--- config.mk ---
export PLATFORM = sky130hd
export DESIGN_NAME = uart_tx_fifo
export DESIGN_NICKNAME = d
export VERILOG_FILES = /design/src/rtl/uart_pkg.sv /design/src/rtl/sync_fifo.sv /design/src/rtl/uart_tx_fifo.sv
export SDC_FILE = /design/constraint.sdc
export NUM_CORES = 1
export LEC_CHECK = 0
export ABC_CLOCK_PERIOD_IN_PS = 5100
export CAP_MARGIN = 20
export CORE_MARGIN = 3
export CORE_UTILIZATION = 64
export CTS_BUF_LIST = sky130_fd_sc_hd__clkbuf_2
export CTS_CLUSTER_DIAMETER = 100
export DETAILED_ROUTE_END_ITERATION = 6
export PLACE_DENSITY = 0.91
export SLEW_MARGIN = 30
export SYNTH_ARGS = -nofsm -noshare
export SYNTH_HDL_FRONTEND = slang
export SYNTH_HIERARCHICAL = 1
export SYNTH_SLANG_ARGS = --single-unit
--- constraint.sdc ---
create_clock -name clk -period 5.1 [get_ports clk]
set_clock_uncertainty 0.2 [all_clocks]
set_input_delay 0.765 -clock clk [delete_from_list [all_inputs] [get_ports clk]]
set_output_delay 0.765 -clock clk [all_outputs]
set_load 0.05 [all_outputs]
--- src/rtl/uart_pkg.sv ---
// Shared types and constants for the UART transmit queue and its sequencer.
package uart_pkg;

  typedef enum logic [1:0] {
    S_IDLE      = 2'd0,
    S_LOAD      = 2'd1,
    S_WAIT_BUSY = 2'd2,
    S_WAIT_DONE = 2'd3
  } uart_tx_state_e;

  localparam int unsigned UART_BYTE_W = 8;
  localparam int unsigned WDOG_LIMIT  = 15;

endpackage

--- src/rtl/sync_fifo.sv ---
// Circular byte queue with a separate level counter and a sticky overflow flag.
module sync_fifo
  import uart_pkg::*;
#(
  parameter int unsigned DEPTH_LOG2 = 4,
  parameter int unsigned DATA_W     = UART_BYTE_W
) (
  input  logic                clk,
  input  logic                rst,
  input  logic                wr_en,
  input  logic [DATA_W-1:0]   wr_data,
  input  logic                pop,
  input  logic                clr_ovf,
  output logic [DATA_W-1:0]   rd_data,
  output logic                full,
  output logic                empty,
  output logic [DEPTH_LOG2:0] level,
  output logic                overflow
);

  localparam int unsigned         Depth   = 1 << DEPTH_LOG2;
  localparam logic [DEPTH_LOG2:0] FullLvl = {1'b1, {DEPTH_LOG2{1'b0}}};

  logic [DATA_W-1:0]     mem [Depth];
  logic [DEPTH_LOG2-1:0] wptr_q, rptr_q;
  logic [DEPTH_LOG2:0]   level_q;
  logic                  ovf_q;
  logic                  push, do_pop;

  assign full     = (level_q == FullLvl);
  assign empty    = (level_q == '0);
  assign level    = level_q;
  assign overflow = ovf_q;
  assign rd_data  = mem[rptr_q];

  // full/empty come from registered state, so a same-cycle pop never frees room for a push
  assign push   = wr_en && !full;
  assign do_pop = pop && !empty;

  always_ff @(posedge clk) begin
    if (push) begin
      mem[wptr_q] <= wr_data;
    end
  end

  always_ff @(posedge clk) begin
    if (rst) begin
      wptr_q  <= '0;
      rptr_q  <= '0;
      level_q <= '0;
      ovf_q   <= 1'b0;
    end else begin
      if (push) begin
        wptr_q <= wptr_q + 1'b1;
      end
      if (do_pop) begin
        rptr_q <= rptr_q + 1'b1;
      end
      case ({push, do_pop})
        2'b10:   level_q <= level_q + 1'b1;
        2'b01:   level_q <= level_q - 1'b1;
        default: level_q <= level_q;
      endcase
      if (wr_en && full) begin
        ovf_q <= 1'b1;
      end else if (clr_ovf) begin
        ovf_q <= 1'b0;
      end
    end
  end

endmodule

--- src/rtl/uart_tx_fifo.sv ---
// Byte queue plus transmit sequencer that paces strobes against the UART busy flag.
// Define UART_TX_FIFO_WDOG_EN to re-strobe when busy_tx never rises after a strobe.
module uart_tx_fifo
  import uart_pkg::*;
#(
  parameter int unsigned DEPTH_LOG2 = 4,
  parameter int unsigned DATA_W     = UART_BYTE_W
) (
  input  logic                clk,
  input  logic                rst,
  input  logic                wr_en,
  input  logic [DATA_W-1:0]   wr_data,
  input  logic                clr_ovf,
  input  logic                busy_tx,
  output logic                transmit,
  output logic [DATA_W-1:0]   data_tx,
  output logic                full,
  output logic                empty,
  output logic [DEPTH_LOG2:0] level,
  output logic                overflow,
  output logic                err_wdog
);

  uart_tx_state_e    state_q, state_d;
  logic [DATA_W-1:0] data_q, data_d;
  logic [DATA_W-1:0] rd_data;
  logic              pop;
  logic              wdog_fire;

  sync_fifo #(
    .DEPTH_LOG2 (DEPTH_LOG2),
    .DATA_W     (DATA_W)
  ) u_fifo (
    .clk      (clk),
    .rst      (rst),
    .wr_en    (wr_en),
    .wr_data  (wr_data),
    .pop      (pop),
    .clr_ovf  (clr_ovf),
    .rd_data  (rd_data),
    .full     (full),
    .empty    (empty),
    .level    (level),
    .overflow (overflow)
  );

`ifdef UART_TX_FIFO_WDOG_EN
  logic [3:0] wdog_q;

  // Fires on the last allowed S_WAIT_BUSY cycle; counter restarts on every entry
  assign wdog_fire = (state_q == S_WAIT_BUSY) && !busy_tx && (wdog_q == 4'(WDOG_LIMIT - 1));

  always_ff @(posedge clk) begin
    if (rst) begin
      wdog_q <= '0;
    end else if (state_q == S_WAIT_BUSY) begin
      wdog_q <= wdog_q + 4'd1;
    end else begin
      wdog_q <= '0;
    end
  end
`else
  assign wdog_fire = 1'b0;
`endif

  assign err_wdog = wdog_fire;
  assign transmit = (state_q == S_LOAD);
  assign data_tx  = data_q;

  always_comb begin
    state_d = state_q;
    data_d  = data_q;
    pop     = 1'b0;
    unique case (state_q)
      S_IDLE: begin
        if (!empty && !busy_tx) begin
          pop     = 1'b1;
          data_d  = rd_data;
          state_d = S_LOAD;
        end
      end
      S_LOAD: state_d = S_WAIT_BUSY;
      S_WAIT_BUSY: begin
        if (busy_tx) begin
          state_d = S_WAIT_DONE;
        end else if (wdog_fire) begin
          state_d = S_LOAD;
        end
      end
      S_WAIT_DONE: begin
        if (!busy_tx) begin
          state_d = S_IDLE;
        end
      end
      default: state_d = S_IDLE;
    endcase
  end

  always_ff @(posedge clk) begin
    if (rst) begin
      state_q <= S_IDLE;
      data_q  <= '0;
    end else begin
      state_q <= state_d;
      data_q  <= data_d;
    end
  end

endmodule

# After elaboration in Yosys (flattened, before gate mapping)
# Memories as Yosys holds them, arrays and structs flattened. A register that Yosys moved wholly into a read port is not among the register bits.
# Index checks and enable logic that the tools add are counted.
[totals] regBits=16 latchBits=0 mem_bits_rw=128 mem_bits_ro=0 in_bits=13 out_inout_bits=18 word_cells=43 mem_count=1
[classes] add_sub_neg=4 n_mul=0 div_mod_pow=0 magnitude_cmp=0 eq_ne=9 shift=0 muxes=11 n_bitwise=0 n_reduce_logical=13
[memory_table] name="u_fifo.mem" words=16 word_bits=8 rd=1 rd_ports_with_merged_regs=1 wr=1 line_no="sync_fifo.sv:24" rtl="logic [DATA_W-1:0] mem [Depth];"
[ops] cell="$pmux W5 S2" count=1
[ops] cell="$add A4 B1 Y4 const B" count=2
[ops] cell="$pmux W2 S4" count=1
[ops] cell="$eq A2 B2 Y1 const B" count=3
[ops] cell="$mux W1" count=6
[ops] cell="$mux W2" count=3
[ops] cell="$ne A2 B2 Y1 const B" count=3
[ops] cell="$add A5 B1 Y5 const B" count=1
[ops] cell="$eq A5 B5 Y1 const B" count=1
[ops] cell="$logic_not A5 Y1" count=1
[ops] cell="$sub A5 B1 Y5 const B" count=1
[ops] cell="$eq A2 B1 Y1 const B" count=2
[ops] cell="$logic_and A1 B1 Y1" count=4
[ops] cell="$reduce_bool A2 Y1" count=2
[ops] cell="$logic_not A1 Y1" count=3
[ops] cell="$reduce_and A3 Y1" count=1
[ops] cell="$logic_not A2 Y1" count=1
[ops] cell="$reduce_and A2 Y1" count=1

# Logic depth before layout (Yosys ltp)
# Gate-level depths: netlist of the first run.
[logic_depth] ltp_word=8 mapped_depth=16 ltp_nobuf=12

# Hierarchy
# The synthesis of the first run kept the hierarchy.
[by_module_without_submodules] mod="sync_fifo" instances=1 cells_per_inst=328 area_per_inst_um2=5871.9 seq_area_each_um2=4204.0
[by_module_without_submodules] mod="uart_tx_fifo" instances=1 cells_per_inst=47 area_per_inst_um2=488.0 seq_area_each_um2=200.2

# Least setup slack after synthesis of the first run
# OpenSTA, ideal clock, no wires.
[synth_path] path_kind="register to register" startpoint="register u_fifo.level_q[1] (netlist: u_fifo/level[1])" endpoint="register u_fifo.level_q[4] (netlist: u_fifo/level[4])" setup_time_ps=121 arrival_time_ps=4055 t_required_ps=4779 path_slack_ps=724 stages_incl_launch_ff=17 synth_period_minus_slack_ps=4376 path_cell_list="dfxtp_1 > buf_6 > or4_4 > buf_6 > nor2_1 > nor3b_1 > buf_4 > o21ai_4 > inv_1 > ha_1 > clkbuf_1 > xor2_1 > ha_1 > inv_1 > a21o_1 > a221oi_1 > mux2_2"
[synth_via] elab_chain_cells=8 elab_cells_between_ends=15 cone_classes="add/sub (2); eq/ne (3); mux (3); reduce/logical (7)"
[synth_rtl] item="start, declared" line_no="sync_fifo.sv:26" rtl="logic [DEPTH_LOG2:0] level_q;"
[synth_rtl] item="start signal, assigned" line_no="sync_fifo.sv:60" rtl="2'b10: level_q <= level_q + 1'b1;"
[synth_rtl] item="start signal, assigned" line_no="sync_fifo.sv:61" rtl="2'b01: level_q <= level_q - 1'b1;"
[synth_rtl] item="start signal, assigned" line_no="sync_fifo.sv:62" rtl="default: level_q <= level_q;"
[synth_rtl] item="$logic_not A5 Y1 (*)" line_no="sync_fifo.sv:31" rtl="assign empty = (level_q == '0);"
[synth_rtl] item="net empty" line_no="uart_tx_fifo.sv:18" rtl="output logic empty,"
[synth_rtl] item="$logic_not A1 Y1 (*)" line_no="uart_tx_fifo.sv:76" rtl="if (!empty && !busy_tx) begin"
[synth_rtl] item="$logic_and A1 B1 Y1 (*)" line_no="uart_tx_fifo.sv:76"
[synth_rtl] item="$mux W1 (*)" line_no="uart_tx_fifo.sv:76"
[synth_rtl] item="$mux W1 (*)" line_no="uart_tx_fifo.sv:74" rtl="unique case (state_q)"
[synth_rtl] item="net pop" line_no="uart_tx_fifo.sv:27" rtl="logic pop;"
[synth_rtl] item="$logic_and A1 B1 Y1 (*)" line_no="sync_fifo.sv:38" rtl="assign do_pop = pop && !empty;"
[synth_rtl] item="net u_fifo.do_pop" line_no="sync_fifo.sv:28" rtl="logic push, do_pop;"
[synth_rtl] item="$eq A2 B1 Y1 or $eq A2 B2 Y1 (tied branches)" line_no="sync_fifo.sv:59" rtl="case ({push, do_pop})"
[synth_rtl] item="$pmux W5 S2 or $reduce_bool A2 Y1 (tied branches)"
# The timed path passes the listed nets; every way through them passes the cells marked *.
# A chain may end at the register's enable or synchronous reset.

# Worst setup path after layout of the first run
[layout_path] startpoint="register u_fifo.level_q[1] (netlist: u_fifo/level[1])" endpoint="output empty"
[layout_via] elab_chain_cells=1
[layout_rtl] item="$logic_not A5 Y1" line_no="sync_fifo.sv:31"
[layout_rtl] item="end, declared" line_no="uart_tx_fifo.sv:18"
# Every way passes these cells.

==> impl_results.md, run 1 <==
- DRC viols: 0
- Cts repair resizes: 0
- Drt pass-1 iters: 6
- Largest net degree at the start of global routing: 33
- Maximum vdd drop: 330 uV
- # setup viols final: 0
- Clk buf depth: 2
- GR Overflow Total: 0
- Core footprint: 0.00946 sq mm
- Estimated wirelength of the detail-placed design: 8340 microns
- Setup crit start kind: flop
- ANT cells: 0
- Setup bufs post-CTS: 0
- Crit path buf inv count: 1
- Die Height: 106 microns
- Switching Fraction: 0.321
- Arrival @ worst endpoint: 2.99 ns
- Power Internal: 1.95 mW
- Rows: 35
- Chip width: 106 microns
- Clock network power share: 0.249
- Layout cells sized above 1: 0.205
- WL final: 12600 microns
- Hold bufs inserted after CTS: 0
- Slew Limit Fails: 0
- Port-buffer cells: 29
- Vias in the first global route: 3549
- CP max FO: 9
- Avg WL per Cell: 22.9 microns
- Setup slack, reg-to-reg: 1.28 ns
- Synth Flop Type: edfxtp_1
- Final Hold Fails: 0
- Max-slew headroom: 0.389
- Antenna viol nets, final: 0
- H-tree depth: 4
- Fin Hold WS: 0.325 ns
- Post-Syn Area: 0.00636 sq mm
- Crit path kind: reg -> out
- Die ar.: 0.0112 sq mm
- Clk slew on worst S/H paths: 0.24 ns
- Clock Latency Late Sink: 0.70 ns
- IO Count: 31
- Antenna violations before repair: 0
- Crit path cell chain: or4_4, nor2_1, clkdlybuf4s50_1
- GRT Total Usage: 0.241
- CTS Buf Count: 17
- Worst setup EP type: primary output
- Net count, final: 433
- Commonest cells after routing, fill and taps aside: 128 x edfxtp_1, 44 x nor2_1, 32 x mux4_2
- Final worst-path cycle share: 0.776
- Cells after Synth: 375
- Actual slew at the worst max-slew pin: 0.914 ns
- Cell Pwr Density: 410 mW/mm^2
- Reg power frac: 0.528
- Worst min path class: in -> reg
- Post-synth EDFFs: 128
- Sequential area share after synthesis: 0.693
- Synthesized flop and latch total: 156
- Cell family with most CP delay: simple AND/OR/NAND/NOR gates
- Clk root buf: clkbuf_2
- CP required: 4.14 ns
- Cell leakage power: 2.33 nW
- Vias/cell: 6.24
- Critical Path Slowest Stage Cell: clkdlybuf4s50_1
- First-pass GRT wire length: 19600 microns
- Fillers: 549
- Clk sinks: 156
- Commonest non-fill, non-tap cell in the layout: edfxtp_1
- First DRT Iteration DRCs: 319
- Synth Net Count: 401
- Synthesized area per cell: 17.0 sq um
- YS warnings: 6
- Setup TNS: 0 ns
- Area Growth Syn to Fin: 10.2%
- CTS tree: yes
- Vias: 3425
- Logic pwr share: 0.223
- Slowest stage delay, CP: 0.87 ns
- NetSw: 0.921 mW
- Post-layout min period: 3.96 ns
- Max-Cap Viols: 0
- Post-synth cell types: 48
- Unrepaired setup endpoints after global routing: false
- Max Clock Freq: 0.253 GHz
- Ys async rst share: 0
- Effective utilization at floorplan: 0.672
- GPL Wtd Cong: 0.776
- Status: finished, final reports clean
per-layer routing:
metal	vias to the layer above	global-route usage	wire length (microns)
li1	1521	-	-
met1	1689	0.300	4670
met2	179	0.390	6400
met3	36	0.0790	1090
met4	0	0.108	416
met5	-	0	0
registers in the layout, summed over array words and instances, names as in the netlist, named ones only:
name             flops
u_fifo/level         5
u_fifo/mem         128
state_q              2
data_tx              8
u_fifo/wptr_q        4
u_fifo/rptr_q        4
u_fifo/overflow      1
kinds of logic after synthesis:
family,count (synthesis),synth area share
XOR/XNOR,8,0.0110
flip-flops,156,0.693
multiplexers,46,0.136
other,1,0.000590
adder cells (fa/ha/maj),13,0.0256
AND/OR/NAND/NOR,83,0.0614
AO/OA/AOI/OAI,37,0.0506
buffers and inverters,31,0.0226
final timing paths:
path                                              startpoint                      endpoint  depth (start not counted)
worst min register to register       data_tx[7]$_SDFFE_PP0P_       data_tx[7]$_SDFFE_PP0P_                          2
worst min-delay path                                     rst       data_tx[6]$_SDFFE_PP0P_                          2
worst max-delay path            u_fifo/level[1]$_SDFFE_PP0P_                         empty                          3
worst max register to register  u_fifo/level[1]$_SDFFE_PP0P_  u_fifo/level[4]$_SDFFE_PP0P_                         13
metrics by stage:
step           setup slack [ns]  area (sq um)  instances  utilization  power, mW
2_1_floorplan             0.724          6360        375            -       2.02
3_3_place_gp               1.38          6750        517        0.714       2.14
3_5_place_dp               1.16          6750        517        0.714       2.18
4_1_cts                    1.11          7010        549        0.741       2.89
5_1_grt                   0.986          7010        549        0.741       2.99
6_report                   1.14          7010        549        0.741       2.87
power by group through the flow:
stage	logic [mW]	clock network (mW)	registers [mW]
final	0.642	0.714	1.52
after global routing	0.681	0.778	1.53
after CTS	0.640	0.729	1.52
after detailed placement	0.637	0	1.55
after global placement	0.607	0	1.54
after floorplan	0.444	0	1.57
worst register-to-register path: cells and delay by family, from the launching register on:
| family | cells | cell delay (ns) |
|---|---|---|
| buffers and inverters | 3 | 0.36 |
| AO/OA/AOI/OAI | 3 | 0.55 |
| XOR/XNOR | 1 | 0.22 |
| multiplexers | 1 | 0.36 |
| AND/OR/NAND/NOR | 3 | 1.05 |
| flip-flops | 1 | 0.46 |
| adder cells (fa/ha/maj) | 2 | 0.54 |
cells in the mapped netlist, types with 2 or more instances:
| master | number | area [sq um] |
|---|---|---|
| buf_1 | 2 | 7.51 |
| nor2b_1 | 3 | 18.8 |
| mux4_2 | 32 | 721 |
| and3_1 | 2 | 12.5 |
| o211ai_2 | 2 | 25.0 |
| buf_6 | 2 | 22.5 |
| buf_2 | 4 | 20.0 |
| dfxtp_1 | 28 | 561 |
| clkbuf_1 | 12 | 45.0 |
| buf_4 | 2 | 15.0 |
| xor2_1 | 7 | 61.3 |
| inv_1 | 9 | 33.8 |
| nand2b_1 | 5 | 31.3 |
| ha_1 | 13 | 163 |
| edfxtp_1 | 128 | 3840 |
| mux2i_1 | 12 | 120 |
| nor3_1 | 6 | 30.0 |
| nand2_1 | 14 | 52.6 |
| o21a_1 | 2 | 15.0 |
| a21oi_1 | 3 | 15.0 |
| nor2_1 | 44 | 165 |
| a22oi_1 | 16 | 120 |
| o21ai_0 | 2 | 10.0 |
final cells by class:
cell class                 instances  area (sq um)  share of cell area
sequential                       156          4410               0.629
multi-input combinational        188          1820               0.259
timing repair buffer              35           330              0.0471
clock inverter                    15           176              0.0252
tap                              129           161              0.0230
clock buffer                      17          85.1              0.0121
inverter                           9          33.8             0.00482
No activity file was read; power rests on OpenSTA's default activity.
==> run 2: changes to the inputs <==
--- a/config.mk
+++ b/config.mk
@@ -5,14 +5,14 @@
 export SDC_FILE = /design/constraint.sdc
 export NUM_CORES = 1
 export LEC_CHECK = 0
-export ABC_CLOCK_PERIOD_IN_PS = 5100
+export ABC_CLOCK_PERIOD_IN_PS = 3300
 export CAP_MARGIN = 20
 export CORE_MARGIN = 3
-export CORE_UTILIZATION = 64
+export CORE_UTILIZATION = 56
 export CTS_BUF_LIST = sky130_fd_sc_hd__clkbuf_2
 export CTS_CLUSTER_DIAMETER = 100
 export DETAILED_ROUTE_END_ITERATION = 6
-export PLACE_DENSITY = 0.91
+export PLACE_DENSITY = 0.85
 export SLEW_MARGIN = 30
 export SYNTH_ARGS = -nofsm -noshare
 export SYNTH_HDL_FRONTEND = slang
==> constraint.sdc (replaced) <==
create_clock -name clk -period 3.3 [get_ports clk]
set_clock_uncertainty 0.2 [all_clocks]
set_input_delay 0.495 -clock clk [delete_from_list [all_inputs] [get_ports clk]]
set_output_delay 0.495 -clock clk [all_outputs]
set_load 0.05 [all_outputs]
==> run 2 against run 1 <==
Setup slack got worse by 1.0 ns. Register-to-register slack lost 1.2 ns. Critical path depth is 9 higher. Total power rose by 58%. Die area rose by 13%. Cell count grew 3.8%. Global-route usage is 3.5 points lower. Clock power is 64% higher. Non-clock buffer count is 10 higher. Critical path type is now reg -> reg. Largest power group unchanged.
==> impl_results.md, run 2 (synthesis results as in run 1) <==
- Clock network power share: 0.258
- Clk root buf: clkbuf_2
- Most flops, register: u_fifo/mem
- Worst min path class: in -> reg
- Vias: 3400
- Fillers: 756
- Switching Fraction: 0.303
- Chip width: 113 microns
- Die ar.: 0.0127 sq mm
- GPL Wtd Cong: 0.823
- CP required: 3.71 ns
- CP max FO: 9
- Max-Cap Viols: 0
- Reg2Reg Depth: 12
- Vias/cell: 5.96
- GR Overflow Total: 0
- Max reg flops: 128
- Clock Latency Late Sink: 0.70 ns
- Arrival @ worst endpoint: 3.59 ns
- Post-layout min period: 3.18 ns
- ANT cells: 0
- H-tree depth: 4
- Vias in the first global route: 3465
- DRC viols: 0
- # setup viols final: 0
- Reg power frac: 0.508
- Die Height: 113 microns
- Clk slew on worst S/H paths: 0.20 ns
- Max Clock Freq: 0.314 GHz
- Final Hold Fails: 0
- Area of the multi-input gates: 0.00187 sq mm
- Final Power: 4.54 mW
- GRT Total Usage: 0.207
- Crit path launch: u_fifo/level[1]$_SDFFE_PP0P_
- Status: finished, final reports clean
- WL final: 12200 microns
- Reg2reg end: u_fifo/level[4]$_SDFFE_PP0P_
- Power Internal: 3.17 mW
- CP Capture Point: u_fifo/level[4]$_SDFFE_PP0P_
- Clk buf depth: 2
- Logic pwr share: 0.234
- Rows: 38
- Hold bufs inserted after CTS: 0
- NetSw: 1.38 mW
- Crit path kind: reg -> reg
- Unrepaired setup endpoints after global routing: false
- Cell Pwr Density: 632 mW/mm^2
- Area occupied by registers: 0.00441 sq mm
- Commonest non-fill, non-tap cell in the layout: edfxtp_1
- Max-slew headroom: 0.477
- Actual slew at the worst max-slew pin: 0.782 ns
- Worst setup EP type: flop
- First-pass GRT wire length: 19400 microns
- CTS Buf Count: 17
- Core footprint: 0.0110 sq mm
- Layout cells sized above 1: 0.244
- Area Growth Syn to Fin: 13.1%
- Cell leakage power: 2.42 nW
- CTS tree: yes
- First DRT Iteration DRCs: 251
- Setup TNS: 0 ns
- Final worst-path cycle share: 0.964
- Setup slack, reg-to-reg: 0.12 ns
- Commonest cells after routing, fill and taps aside: 128 x edfxtp_1, 43 x nor2_1, 32 x mux4_2
- Clk sinks: 156
- IO Count: 31
- Estimated wirelength of the detail-placed design: 7820 microns
- Antenna viol nets, final: 0
- Port-buffer cells: 29
- Avg WL per Cell: 21.5 microns
- Setup crit start kind: flop
- Effective utilization at floorplan: 0.579
- Net count, final: 443
- Largest net degree at the start of global routing: 33
- Slew Limit Fails: 0
- Worst r2r src: u_fifo/level[1]$_SDFFE_PP0P_
- Antenna violations before repair: 0
- Maximum vdd drop: 515 uV
- Drt pass-1 iters: 7
-- run 2: metal layers --
layer	global-route usage	wire [microns]	up-vias
met1	0.280	4980	1717
met2	0.336	6260	136
met3	0.0491	822	17
met5	0	0	-
li1	-	-	1530
met4	0.0633	169	0
-- run 2: cell type report --
cell class,instances,share of cell area
clock buffers,17,0.0118
clock inverters,15,0.0270
inverters,9,0.00469
multi-input cells,188,0.260
flip-flops and latches,156,0.613
well taps,140,0.0243
repair buffers,45,0.0584
-- run 2: through the flow --
stage	utilization	std cells	instance area, sq um	hold WS (ns)	setup slack, ns
3_3_place_gp	0.629	538	6900	0.272	0.194
6_report	0.655	570	7200	0.247	0.120
3_5_place_dp	0.630	538	6920	0.287	0.0787
5_1_grt	0.655	570	7200	0.207	0.00478
4_1_cts	0.655	570	7200	0.174	0.0555
2_1_floorplan	-	375	6430	0.272	-0.366
-- run 2: power by group through the flow --
stage / Sequential, mW / Combinational (mW) / Clock, mW
finish: 2.31 / 1.06 / 1.17
global route: 2.33 / 1.14 / 1.27
CTS: 2.31 / 1.07 / 1.21
floorplan: 2.44 / 0.734 / 0
detailed placement: 2.36 / 1.08 / 0
global placement: 2.35 / 1.04 / 0
-- run 2: critical path: stages (launching register included) --
cell and delay [ns]:
dfxtp_4 0.42, or4_4 0.63, nor2_4 0.18, nor3b_2 0.08, o21ai_4 0.09, inv_2 0.06
ha_4 0.20, xor2_1 0.17, ha_2 0.21, inv_1 0.05, a21o_1 0.16, a221oi_2 0.27
mux2_2 0.36
-- run 2: repair_timing --
item | 4_1_cts | 5_1_grt
buffers inserted | 0 | 0
setup endpoints to repair | 2 | 0
gates resized for setup | 2 | 0
-- run 2: worst min-delay path by stage --
stage	startpoint	end	slack [ns]	depth (start not counted)
global placement	data_tx[5]$_SDFFE_PP0P_	data_tx[5]$_SDFFE_PP0P_	0.27	2
global route	clr_ovf	u_fifo/overflow$_SDFFE_PP0P_	0.21	4
finish	clr_ovf	u_fifo/overflow$_SDFFE_PP0P_	0.25	4
detailed placement	data_tx[3]$_SDFFE_PP0P_	data_tx[3]$_SDFFE_PP0P_	0.29	2
CTS	clr_ovf	u_fifo/overflow$_SDFFE_PP0P_	0.17	4
floorplan	u_fifo/rptr_q[3]$_SDFFE_PP0P_	flop	0.27	2
==> run 3: changes to the inputs <==
--- a/config.mk
+++ b/config.mk
@@ -8,11 +8,12 @@
 export ABC_CLOCK_PERIOD_IN_PS = 3300
 export CAP_MARGIN = 20
 export CORE_MARGIN = 3
-export CORE_UTILIZATION = 56
+export CORE_UTILIZATION = 35
 export CTS_BUF_LIST = sky130_fd_sc_hd__clkbuf_2
 export CTS_CLUSTER_DIAMETER = 100
 export DETAILED_ROUTE_END_ITERATION = 6
-export PLACE_DENSITY = 0.85
+export PLACE_DENSITY = 0.6
+export RECOVER_POWER = 50
 export SLEW_MARGIN = 30
 export SYNTH_ARGS = -nofsm -noshare
 export SYNTH_HDL_FRONTEND = slang
==> run 3 against run 2 <==
Global-route usage decreased by 7.4 points. Wire length grew 0.76%. Non-clock buffer count grew 7. Sequential power about the same. Critical path type unchanged. Largest cell class unchanged. Highest routed layer unchanged.
==> impl_results.md, run 3 (synthesis results as in run 1) <==
- Status: finished, final reports clean
- Worst setup EP type: flop
- Maximum vdd drop: 423 uV
- IO Count: 31
- Area Growth Syn to Fin: 13.3%
- Actual slew at the worst max-slew pin: 1.29 ns
- Worst min path class: in -> reg
- Most flops, register: u_fifo/mem
- Drt pass-1 iters: 4
- Vias: 3369
- Reg2reg end: u_fifo/level[4]$_SDFFE_PP0P_
- CP max FO: 10
- Clk root buf: clkbuf_2
- Post-layout min period: 3.12 ns
- GPL Wtd Cong: 0.764
- CTS Buf Count: 17
- Crit path kind: reg -> reg
- Port-buffer cells: 29
- Max-slew headroom: 0.143
- Clk sinks: 156
- Core footprint: 0.0175 sq mm
- Crit path launch: u_fifo/level[2]$_SDFFE_PP0P_
- Arrival @ worst endpoint: 3.53 ns
- Reg2Reg Depth: 10
- Rows: 48
- Hold Crit Start: clr_ovf
- Setup crit start kind: flop
- Estimated wirelength of the detail-placed design: 7900 microns
- Max Clock Freq: 0.320 GHz
- Max reg flops: 128
- Antenna violations before repair: 1
- Max-Cap Viols: 0
- # setup viols final: 0
- Final Hold Fails: 0
- Setup slack, reg-to-reg: 0.18 ns
- Fin worst setup slack: 0.179 ns
- Chip width: 141 microns
- Clk slew on worst S/H paths: 0.20 ns
- GRT Total Usage: 0.133
- Cell Pwr Density: 595 mW/mm^2
- WL final: 12300 microns
- Unrepaired setup endpoints after global routing: false
- Layout cells sized above 1: 0.244
- Avg WL per Cell: 18.6 microns
- Clock Latency Late Sink: 0.69 ns
- Clk buf depth: 2
- Slew Limit Fails: 0
- Largest net degree at the start of global routing: 33
- Cell count of the worst hold path: 4
- Cell leakage power: 2.38 nW
- Commonest cells after routing, fill and taps aside: 128 x edfxtp_1, 43 x nor2_1, 32 x mux4_2
- First DRT Iteration DRCs: 322
- H-tree depth: 4
- GR Overflow Total: 0
- DRC viols: 0
- DP Worst Slack: 0.117 ns
- Commonest non-fill, non-tap cell in the layout: edfxtp_1
- Net count, final: 450
- CP required: 3.71 ns
- Worst r2r src: u_fifo/level[2]$_SDFFE_PP0P_
- Vias in the first global route: 3388
- Final Power: 4.29 mW
- Die Height: 141 microns
- Die ar.: 0.0198 sq mm
- CTS tree: yes
- Worst Hold End: u_fifo/overflow$_SDFFE_PP0P_
- Antenna viol nets, final: 0
- First-pass GRT wire length: 19500 microns
- Hold bufs inserted after CTS: 0
- Final worst-path cycle share: 0.946
- Effective utilization at floorplan: 0.363
- Vias/cell: 5.10
-- run 3: where the power goes --
group	switching, mW	internal (mW)
sequential	0.0666	2.22
clock	0.632	0.275
combinational	0.635	0.461
-- run 3: metrics by stage --
stage | setup TNS [ns] | hold slack [ns] | instances | instance area, sq um | util
after floorplan | -0.579 | 0.272 | 375 | 6430 | -
after global placement | 0 | 0.273 | 627 | 7040 | 0.401
after global routing | 0 | 0.177 | 661 | 7200 | 0.411
after detailed placement | 0 | 0.287 | 627 | 7040 | 0.401
final | 0 | 0.270 | 661 | 7200 | 0.411
after CTS | 0 | 0.187 | 657 | 7230 | 0.413
-- run 3: area by class of cell --
cell class | count | area [sq um]
Antenna cell | 1 | 2.50
Clock buffer | 20 | 100
Clock inverter | 10 | 96.3
Fill cell | 1578 | 10300
Inverter | 9 | 33.8
Multi-Input combinational cell | 188 | 1830
Sequential cell | 156 | 4410
Tap cell | 225 | 282
Timing Repair Buffer | 52 | 443
-- run 3: repair_timing --
item	CTS	global route
cloned	0	0
buffers inserted	0	3
endpoints found under the setup margin	2	3
resized for setup	2	4
pin swaps	0	1
-- run 3: critical path, stage by stage, from the launching register on --
cell and delay [ns]:
dfxtp_4 0.42, or4_4 0.60, o21a_1 0.28, inv_1 0.14, ha_4 0.21, xor2_1 0.17, ha_2 0.22, inv_1 0.06
a21o_1 0.16, a221oi_2 0.24, mux2_2 0.35
-- run 3: metal layers --
metal,track usage,share of wire
met1,0.186,0.46
met2,0.201,0.48
met3,0.0387,0.054
met4,0.0428,0.0076
met5,0,0
-- run 3: worst max-delay path by stage --
stage,endpoint,slack (ns),depth (start not counted)
floorplan,u_fifo/level[4]$_SDFFE_PP0P_,-0.37,16
global placement,u_fifo/level[4]$_SDFFE_PP0P_,0.16,11
detailed placement,u_fifo/level[4]$_SDFFE_PP0P_,0.12,11
CTS,full,0.01,3
global route,u_fifo/level[4]$_SDFFE_PP0P_,0.02,12
finish,u_fifo/level[4]$_SDFFE_PP0P_,0.18,10
